===== src/rtl/alu_operand_stage.sv =====
// alu_operand_stage
//
// Register stage directly in front of the simple integer ALU. It takes a decoded
// instruction and resolves its Ra/Rb operands. Each operand comes from R31 (zero),
// the 8-bit literal (Rb only), an EX/WB forward, or the register-file read. The
// stage then presents the registered operands and function fields to the ALU
// behind a valid/ready handshake.
//
// A load in EX whose destination feeds the decoding instruction is a load-use
// hazard. In that case the stage emits a bubble and counts the stall cycle.
//
// Ports:
//   clk, rst             clock, asynchronous active-high reset
//   flush_i              drop the held instruction, refuse new input this cycle
//   dec_*                decoded instruction offered by decode (valid/ready)
//   rf_ra/rb_data_i      same-cycle register-file reads of dec_ra_i / dec_rb_i
//   ex_fwd_*, wb_fwd_*   forwarding sources from EX and WB
//   ex_valid_o/ready_i   handshake towards the ALU
//   rs1_o, rs2_o         resolved operands
//   opcode_o, op_func_o, mem_func_o, rc_o   registered instruction fields
//   stall_cnt_o          saturating count of load-use stall cycles
module alu_operand_stage #(
  parameter int unsigned XLEN  = 64,
  parameter int unsigned CNT_W = 32
) (
  input  logic             clk,
  input  logic             rst,
  input  logic             flush_i,
  input  logic             dec_valid_i,
  output logic             dec_ready_o,
  input  logic [5:0]       dec_opcode_i,
  input  logic [6:0]       dec_op_func_i,
  input  logic [15:0]      dec_mem_func_i,
  input  logic [4:0]       dec_ra_i,
  input  logic [4:0]       dec_rb_i,
  input  logic [4:0]       dec_rc_i,
  input  logic             dec_use_lit_i,
  input  logic [7:0]       dec_lit_i,
  input  logic [XLEN-1:0]  rf_ra_data_i,
  input  logic [XLEN-1:0]  rf_rb_data_i,
  input  logic             ex_fwd_valid_i,
  input  logic [4:0]       ex_fwd_rc_i,
  input  logic             ex_fwd_is_load_i,
  input  logic [XLEN-1:0]  ex_fwd_data_i,
  input  logic             wb_fwd_valid_i,
  input  logic [4:0]       wb_fwd_rc_i,
  input  logic [XLEN-1:0]  wb_fwd_data_i,
  output logic             ex_valid_o,
  input  logic             ex_ready_i,
  output logic [XLEN-1:0]  rs1_o,
  output logic [XLEN-1:0]  rs2_o,
  output logic [5:0]       opcode_o,
  output logic [6:0]       op_func_o,
  output logic [15:0]      mem_func_o,
  output logic [4:0]       rc_o,
  output logic [CNT_W-1:0] stall_cnt_o
);

  localparam logic [4:0] RegZero = 5'd31;

  logic             valid_q;
  logic [XLEN-1:0]  rs1_q, rs2_q;
  logic [5:0]       opcode_q;
  logic [6:0]       op_func_q;
  logic [15:0]      mem_func_q;
  logic [4:0]       rc_q;
  logic [CNT_W-1:0] stall_q;

  logic            load_en;
  logic            hazard;
  logic            ex_hit_a, wb_hit_a, ex_hit_b, wb_hit_b;
  logic [XLEN-1:0] ra_val, rb_val;

  // The output register can take new data when it is empty or is being drained.
  assign load_en = !valid_q || ex_ready_i;

  // A load in EX cannot forward yet. R31 is never a real destination. A literal
  // instruction does not read Rb, so Rb cannot cause a hazard in that case.
  assign hazard = dec_valid_i && ex_fwd_valid_i && ex_fwd_is_load_i &&
                  (ex_fwd_rc_i != RegZero) &&
                  ((ex_fwd_rc_i == dec_ra_i) ||
                   (!dec_use_lit_i && (ex_fwd_rc_i == dec_rb_i)));

  assign dec_ready_o = load_en && !hazard && !flush_i;

  // R31 is checked first in each chain, so a forward naming r31 can never win.
  assign ex_hit_a = ex_fwd_valid_i && !ex_fwd_is_load_i && (ex_fwd_rc_i == dec_ra_i);
  assign wb_hit_a = wb_fwd_valid_i && (wb_fwd_rc_i == dec_ra_i);
  assign ex_hit_b = ex_fwd_valid_i && !ex_fwd_is_load_i && (ex_fwd_rc_i == dec_rb_i);
  assign wb_hit_b = wb_fwd_valid_i && (wb_fwd_rc_i == dec_rb_i);

  always_comb begin
    ra_val = rf_ra_data_i;
    if (dec_ra_i == RegZero) begin
      ra_val = '0;
    end else if (ex_hit_a) begin
      ra_val = ex_fwd_data_i;
    end else if (wb_hit_a) begin
      ra_val = wb_fwd_data_i;
    end
  end

  always_comb begin
    rb_val = rf_rb_data_i;
    if (dec_use_lit_i) begin
      rb_val = {{(XLEN-8){1'b0}}, dec_lit_i};
    end else if (dec_rb_i == RegZero) begin
      rb_val = '0;
    end else if (ex_hit_b) begin
      rb_val = ex_fwd_data_i;
    end else if (wb_hit_b) begin
      rb_val = wb_fwd_data_i;
    end
  end

  always_ff @(posedge clk or posedge rst) begin
    if (rst) begin
      valid_q    <= 1'b0;
      rs1_q      <= '0;
      rs2_q      <= '0;
      opcode_q   <= '0;
      op_func_q  <= '0;
      mem_func_q <= '0;
      rc_q       <= '0;
      stall_q    <= '0;
    end else if (flush_i) begin
      // Payload is left stale; only the valid bit matters after a flush.
      valid_q <= 1'b0;
    end else if (load_en) begin
      if (hazard) begin
        valid_q <= 1'b0;
        if (stall_q != {CNT_W{1'b1}}) begin
          stall_q <= stall_q + CNT_W'(1);
        end
      end else if (dec_valid_i) begin
        valid_q    <= 1'b1;
        rs1_q      <= ra_val;
        rs2_q      <= rb_val;
        opcode_q   <= dec_opcode_i;
        op_func_q  <= dec_op_func_i;
        mem_func_q <= dec_mem_func_i;
        rc_q       <= dec_rc_i;
      end else begin
        valid_q <= 1'b0;
      end
    end
    // !load_en: the held instruction and its operands stay frozen.
  end

  assign ex_valid_o  = valid_q;
  assign rs1_o       = rs1_q;
  assign rs2_o       = rs2_q;
  assign opcode_o    = opcode_q;
  assign op_func_o   = op_func_q;
  assign mem_func_o  = mem_func_q;
  assign rc_o        = rc_q;
  assign stall_cnt_o = stall_q;

endmodule


===== config.mk =====
export PLATFORM = sky130hd
export DESIGN_NAME = alu_operand_stage
export DESIGN_NICKNAME = d
export VERILOG_FILES = /design/src/rtl/alu_operand_stage.sv
export SDC_FILE = /design/constraint.sdc
export NUM_CORES = 1
export LEC_CHECK = 0
export CAP_MARGIN = 20
export CORE_AREA = 2 2 202 204
export DETAILED_ROUTE_END_ITERATION = 8
export DIE_AREA = 0 0 204 206
export PLACE_DENSITY = 0.55
export SYNTH_ARGS = -nofsm -noshare
export SYNTH_HDL_FRONTEND = slang
export SYNTH_SLANG_ARGS = --single-unit
export TNS_END_PERCENT = 50

===== constraint.sdc =====
create_clock -name clk -period 7.4 [get_ports clk]
set_clock_uncertainty 0.05 [all_clocks]
set_input_delay 1.11 -clock clk [delete_from_list [all_inputs] [get_ports clk]]
set_output_delay 1.11 -clock clk [all_outputs]
set_load 0.03 [all_outputs]

* Yosys cells after proc, flatten, opt, wreduce, memory -nomap -nowiden
Cells that the tools add are included.
Widths: inputs -> output; s select.
** Storage, ports and cells
- Logic and storage cells :: 52
- Register bits :: 195
- Input port bits :: 327
- Output and inout bits :: 196
** Operators by class
- Equality and inequality tests :: 8
- Bitwise logic cells :: 2
- Multiplexer cells :: 11
- Reduce and logical (&&, ||, !) cells :: 22
- $add $sub $neg :: 1
** Operator list (count)
- $mux 64 :: 7
- $add 32x1->32 const B :: 1
- $ne 32x32->1 const B :: 1
- $eq 5x5->1 :: 4
- $logic_and 1x1->1 :: 12
- $eq 5x5->1 const B :: 2
- $reduce_and 4->1 :: 2
- $logic_not 1->1 :: 5
- $ne 5x5->1 const B :: 1
- $mux 1 :: 4
- $logic_or 1x1->1 :: 2
- $not 1->1 :: 2
- $reduce_bool 2->1 :: 1

* Logic depth before layout (Yosys ltp)
- Depth in word-level cells :: 7
- Gate-level depth with buffers :: 8

* Worst setup path after synthesis
No wires, ideal clock.
- Path kind :: input to output
- Start point :: input ex_fwd_rc_i[4]
- End point :: output dec_ready_o
- Setup slack :: 4009 ps
- Arrival time :: 2231 ps
- Required time :: 6240 ps
- Stages on the path :: 3
- Buffers on the path :: 0
- Cells stage by stage :: nand4_1 > o2111a_1 > a21boi_0
** Between the ends
- Cells in the longest elaborated chain, start to end :: 7
** Ends and longest elaborated chain
- from (decl) :: line 42 : input logic [4:0] ex_fwd_rc_i,
- $eq 5x5->1 :: line 82 : (!dec_use_lit_i && (ex_fwd_rc_i == dec_rb_i)));
- $logic_and 1x1->1 :: line 82
- $logic_or 1x1->1 :: line 81 : ((ex_fwd_rc_i == dec_ra_i) ||
- $logic_and 1x1->1 * :: line 80 : (ex_fwd_rc_i != RegZero) &&
- $logic_not 1->1 * :: line 84 : assign dec_ready_o = load_en && !hazard && !flush_i;
- $logic_and 1x1->1 * (2 in a row) :: line 84
- to (decl) :: line 30 : output logic dec_ready_o,
Every way passes the cells marked *; elsewhere a longest branch is shown, timed or not.

* Worst setup path in the final report
- Start point :: input dec_rb_i[4]
- End point :: output dec_ready_o
** Between the ends
- Cells in the longest elaborated chain, start to end :: 7
** Ends and longest elaborated chain
- from (decl) :: line 35 : input logic [4:0] dec_rb_i,
- $eq 5x5->1 :: line 82
- $logic_and 1x1->1 :: line 82
- $logic_or 1x1->1 :: line 81
- $logic_and 1x1->1 :: line 80
- $logic_not 1->1 :: line 84
- $logic_and 1x1->1 (2 in a row) :: line 84
No other way between the ends.

==> flow_summary.json <==
{
  "outcome": "finished, final reports clean",
  "slew_headroom_pct": 24.6,
  "fp.dieW_um": 204,
  "synthToLayoutAreaGrowth_pct": 58.4,
  "grt_use_total_pct": 22.2,
  "gp_congestion": 0.893,
  "setup_viol": 0,
  "p_switching_mw": 1.16,
  "hold_buffers": 0,
  "antenna_found_initial": 6,
  "cts_tree": "yes",
  "p_int_mw": 2.19,
  "power.density_nw_per_um2": 197,
  "drive_gt1_share_pct": 6.03,
  "cts-root-buf": "clkbuf_16",
  "hold_viol": 0,
  "hpwl_mm": 33.2,
  "synth_warnings": 0,
  "drc": 0,
  "dr.pass1.iters": 5,
  "switching_share_pct": 34.6,
  "syn_area_per_cell_sq_um": 8.43,
  "finalCritPeriodShare_pct": 61.2,
  "final_antenna_net_count": 0,
  "setup_tns_ps": 0,
  "p_leak_nw": 7.47,
  "cts-buffers-inserted": 17,
  "die-area_sq_um": 42000,
  "vdd_ir_drop_max_uv": 152,
  "synthesis.area_sq_um": 10700,
  "fin_nets": 2055,
  "row_count": 74,
  "final_core_util_pct": 42.2,
  "grt_setup_unrepaired": "false",
  "core_area_sq_um": 40200,
  "required_ps": 6240,
  "drtIter0Drc": 510,
  "synth-seq-area-share_pct": 45.6,
  "synth_top_area_share_pct": 45.6,
  "worst_slew_pin_slew_ps": 1130,
  "synth_top_cells_by_area": "dfrtp_1 (46%), nand2_1 (16%), a311oi_1 (4.6%)",
  "grt_pass1_wl_mm": 70.9,
  "place_ws_ps": 2730,
  "cp-start-kind": "input pin",
  "yosysUniqueCellTypes": 48,
  "clk_pin_slew_ps": 80,
  "cts_resized": 0,
  "finalCriticalPeriod_ps": 4530,
  "worstSetupPathType": "in2out",
  "crit_path_end_kind": "primary output",
  "nFillCells": 4081,
  "post-synth-top-area-cell": "dfrtp_1",
  "drt_wl_total_mm": 47.8,
  "die_h_um": 206,
  "grt_pass1_vias": 11500,
  "io_pins": 523,
  "worstPathMaxFanout": 4,
  "vias": 11300,
  "grt.overflow.total": 0,
  "min_path_type": "reg2reg",
  "grt_max_degree": 101,
  "pwr-share-seq_pct": 38.3,
  "comb_power_share_pct": 33.0,
  "clk_latency_ps": 450,
  "setup_ws_ps": 2870,
  "syn_nets": 1597,
  "via_per_inst": 4.97,
  "fmax_mhz": 221,
  "cts_setup_buffers": 0,
  "power_frac_clock_pct": 28.7,
  "wl_per_cell_um": 21.0,
  "clk_path_buf_depth": 2,
  "maxCapViolations": 0,
  "initial_core_util_pct": 26.6,
  "cts-htree-levels": 4,
  "slew_viol_final": 0,
  "clock_sink_count": 195,
  "cp.arrival_ps": 3370,
  "synthCells": 1269,
  "port-buffer-count": 522,
  "ys_ff_latch": 195
}
-- through the flow --
stage	power [mW]	instance area, sq um	hold slack, ps	cells
after floorplan	1.82	10700	597	1269
after global placement	2.41	16300	406	2240
after detailed placement	2.41	16300	411	2240
after CTS	3.39	16900	431	2272
after global routing	3.50	16900	445	2275
final	3.34	16900	425	2278
-- cells in the final DEF (no fill, tap or decap), types with 13 or more instances in the layout --
master	instances
clkdlybuf4s50_1	522
dfrtp_1	195
clkbuf_16	17
nand2_1	450
o31ai_1	34
nand3_1	14
xnor2_1	40
o21ai_0	65
a21o_1	56
nand4_1	13
nor2_1	82
a311oi_1	56
o31ai_2	30
and3_1	70
-- power groups by stage --
stage                     registers (mW)  logic, mW  clock network (mW)
after floorplan                     1.57      0.252                   0
after global placement              1.30       1.11                   0
after detailed placement            1.30       1.11                   0
after CTS                           1.28       1.11               0.992
after global routing                1.30       1.17                1.03
final                               1.28       1.10               0.960
-- worst max-delay path: stages --
cell             delay (ps)
clkdlybuf4s50_1         590
xnor2_1                 150
nand3_1                 170
o32ai_2                 530
a21boi_0                160
clkdlybuf4s50_1         650
-- final timing paths --
check	slack, ps	depth (start not counted)	to	from
worst max-delay path	2870	6	dec_ready_o	dec_rb_i[4]
worst min-delay path	430	2	mem_func_o[10]	mem_func_o[10]
worst max register to register	4980	7	rs2_o[63]	ex_valid_o
worst min register to register	430	2	mem_func_o[10]	mem_func_o[10]
max in group asynchronous	4890	3	rs1_o[7]	rst
min in group asynchronous	1090	2	mem_func_o[4]	rst
-- kinds of logic (layout without fill, tap and decap cells) --
group / Yosys count / in the layout / synth area share (%)
AOI/OAI and AO/OA: 267 / 267 / 19.5
xor gates and xnor gates: 51 / 51 / 4.18
adders and majority gates: 1 / 1 / 0.117
buffers and inverters: 99 / 570 / 4.05
DFF: 195 / 195 / 45.6
muxes: 1 / 1 / 0.105
other: 0 / 6 / 0
and+or+nand+nor: 655 / 655 / 26.4
-- flip-flops by register name (all words and copies together) (netlist names) --
name and flops:
mem_func_o 16, ex_valid_o 1, op_func_o 7, rc_o 5
rs1_o 64, opcode_o 6, stall_cnt_o 32, rs2_o 64
-- layout make-up --
| cell class | instances | area [sq um] | area share, % |
|---|---|---|---|
| well taps | 532 | 666 | 3.93 |
| clock buffers | 18 | 439 | 2.59 |
| inverters | 3 | 18.8 | 0.111 |
| multi-input cells | 975 | 5450 | 32.1 |
| repair buffers | 535 | 5340 | 31.5 |
| clock inverters | 14 | 145 | 0.857 |
| diodes | 6 | 15.0 | 0.0886 |
| flip-flops and latches | 195 | 4880 | 28.8 |
-- cells in the mapped netlist (all sizes together) --
master,number
xnor2,40
a311oi,56
a31oi,9
a21o,57
or4,2
ha,1
nand4,13
o32ai,1
a31o,8
nand3,16
o2111ai,1
inv,3
o32a,1
o21bai,1
xor2,11
and2b,1
a21boi,1
o2111a,1
mux2,1
clkbuf,64
or3,2
o21ai,66
or4b,2
o31ai,64
nor2,83
or2,2
buf,32
nor2b,1
nand2,450
nand2b,1
nand4b,1
and3,71
nor4,4
nor3,5
a21oi,1
and4,1
dfrtp,195
-- metal layers --
metal	wire (um)	vias to the layer above	global-route usage [%]	share of wire (%)
met1	19000	5539	26.7	40
met2	24400	434	39.4	51
met5	0	-	0	0
li1	-	5291	-	-
met3	3370	57	5.22	7.1
met4	980	0	6.83	2.1
Note: power is estimated with default switching activity, not from simulation.
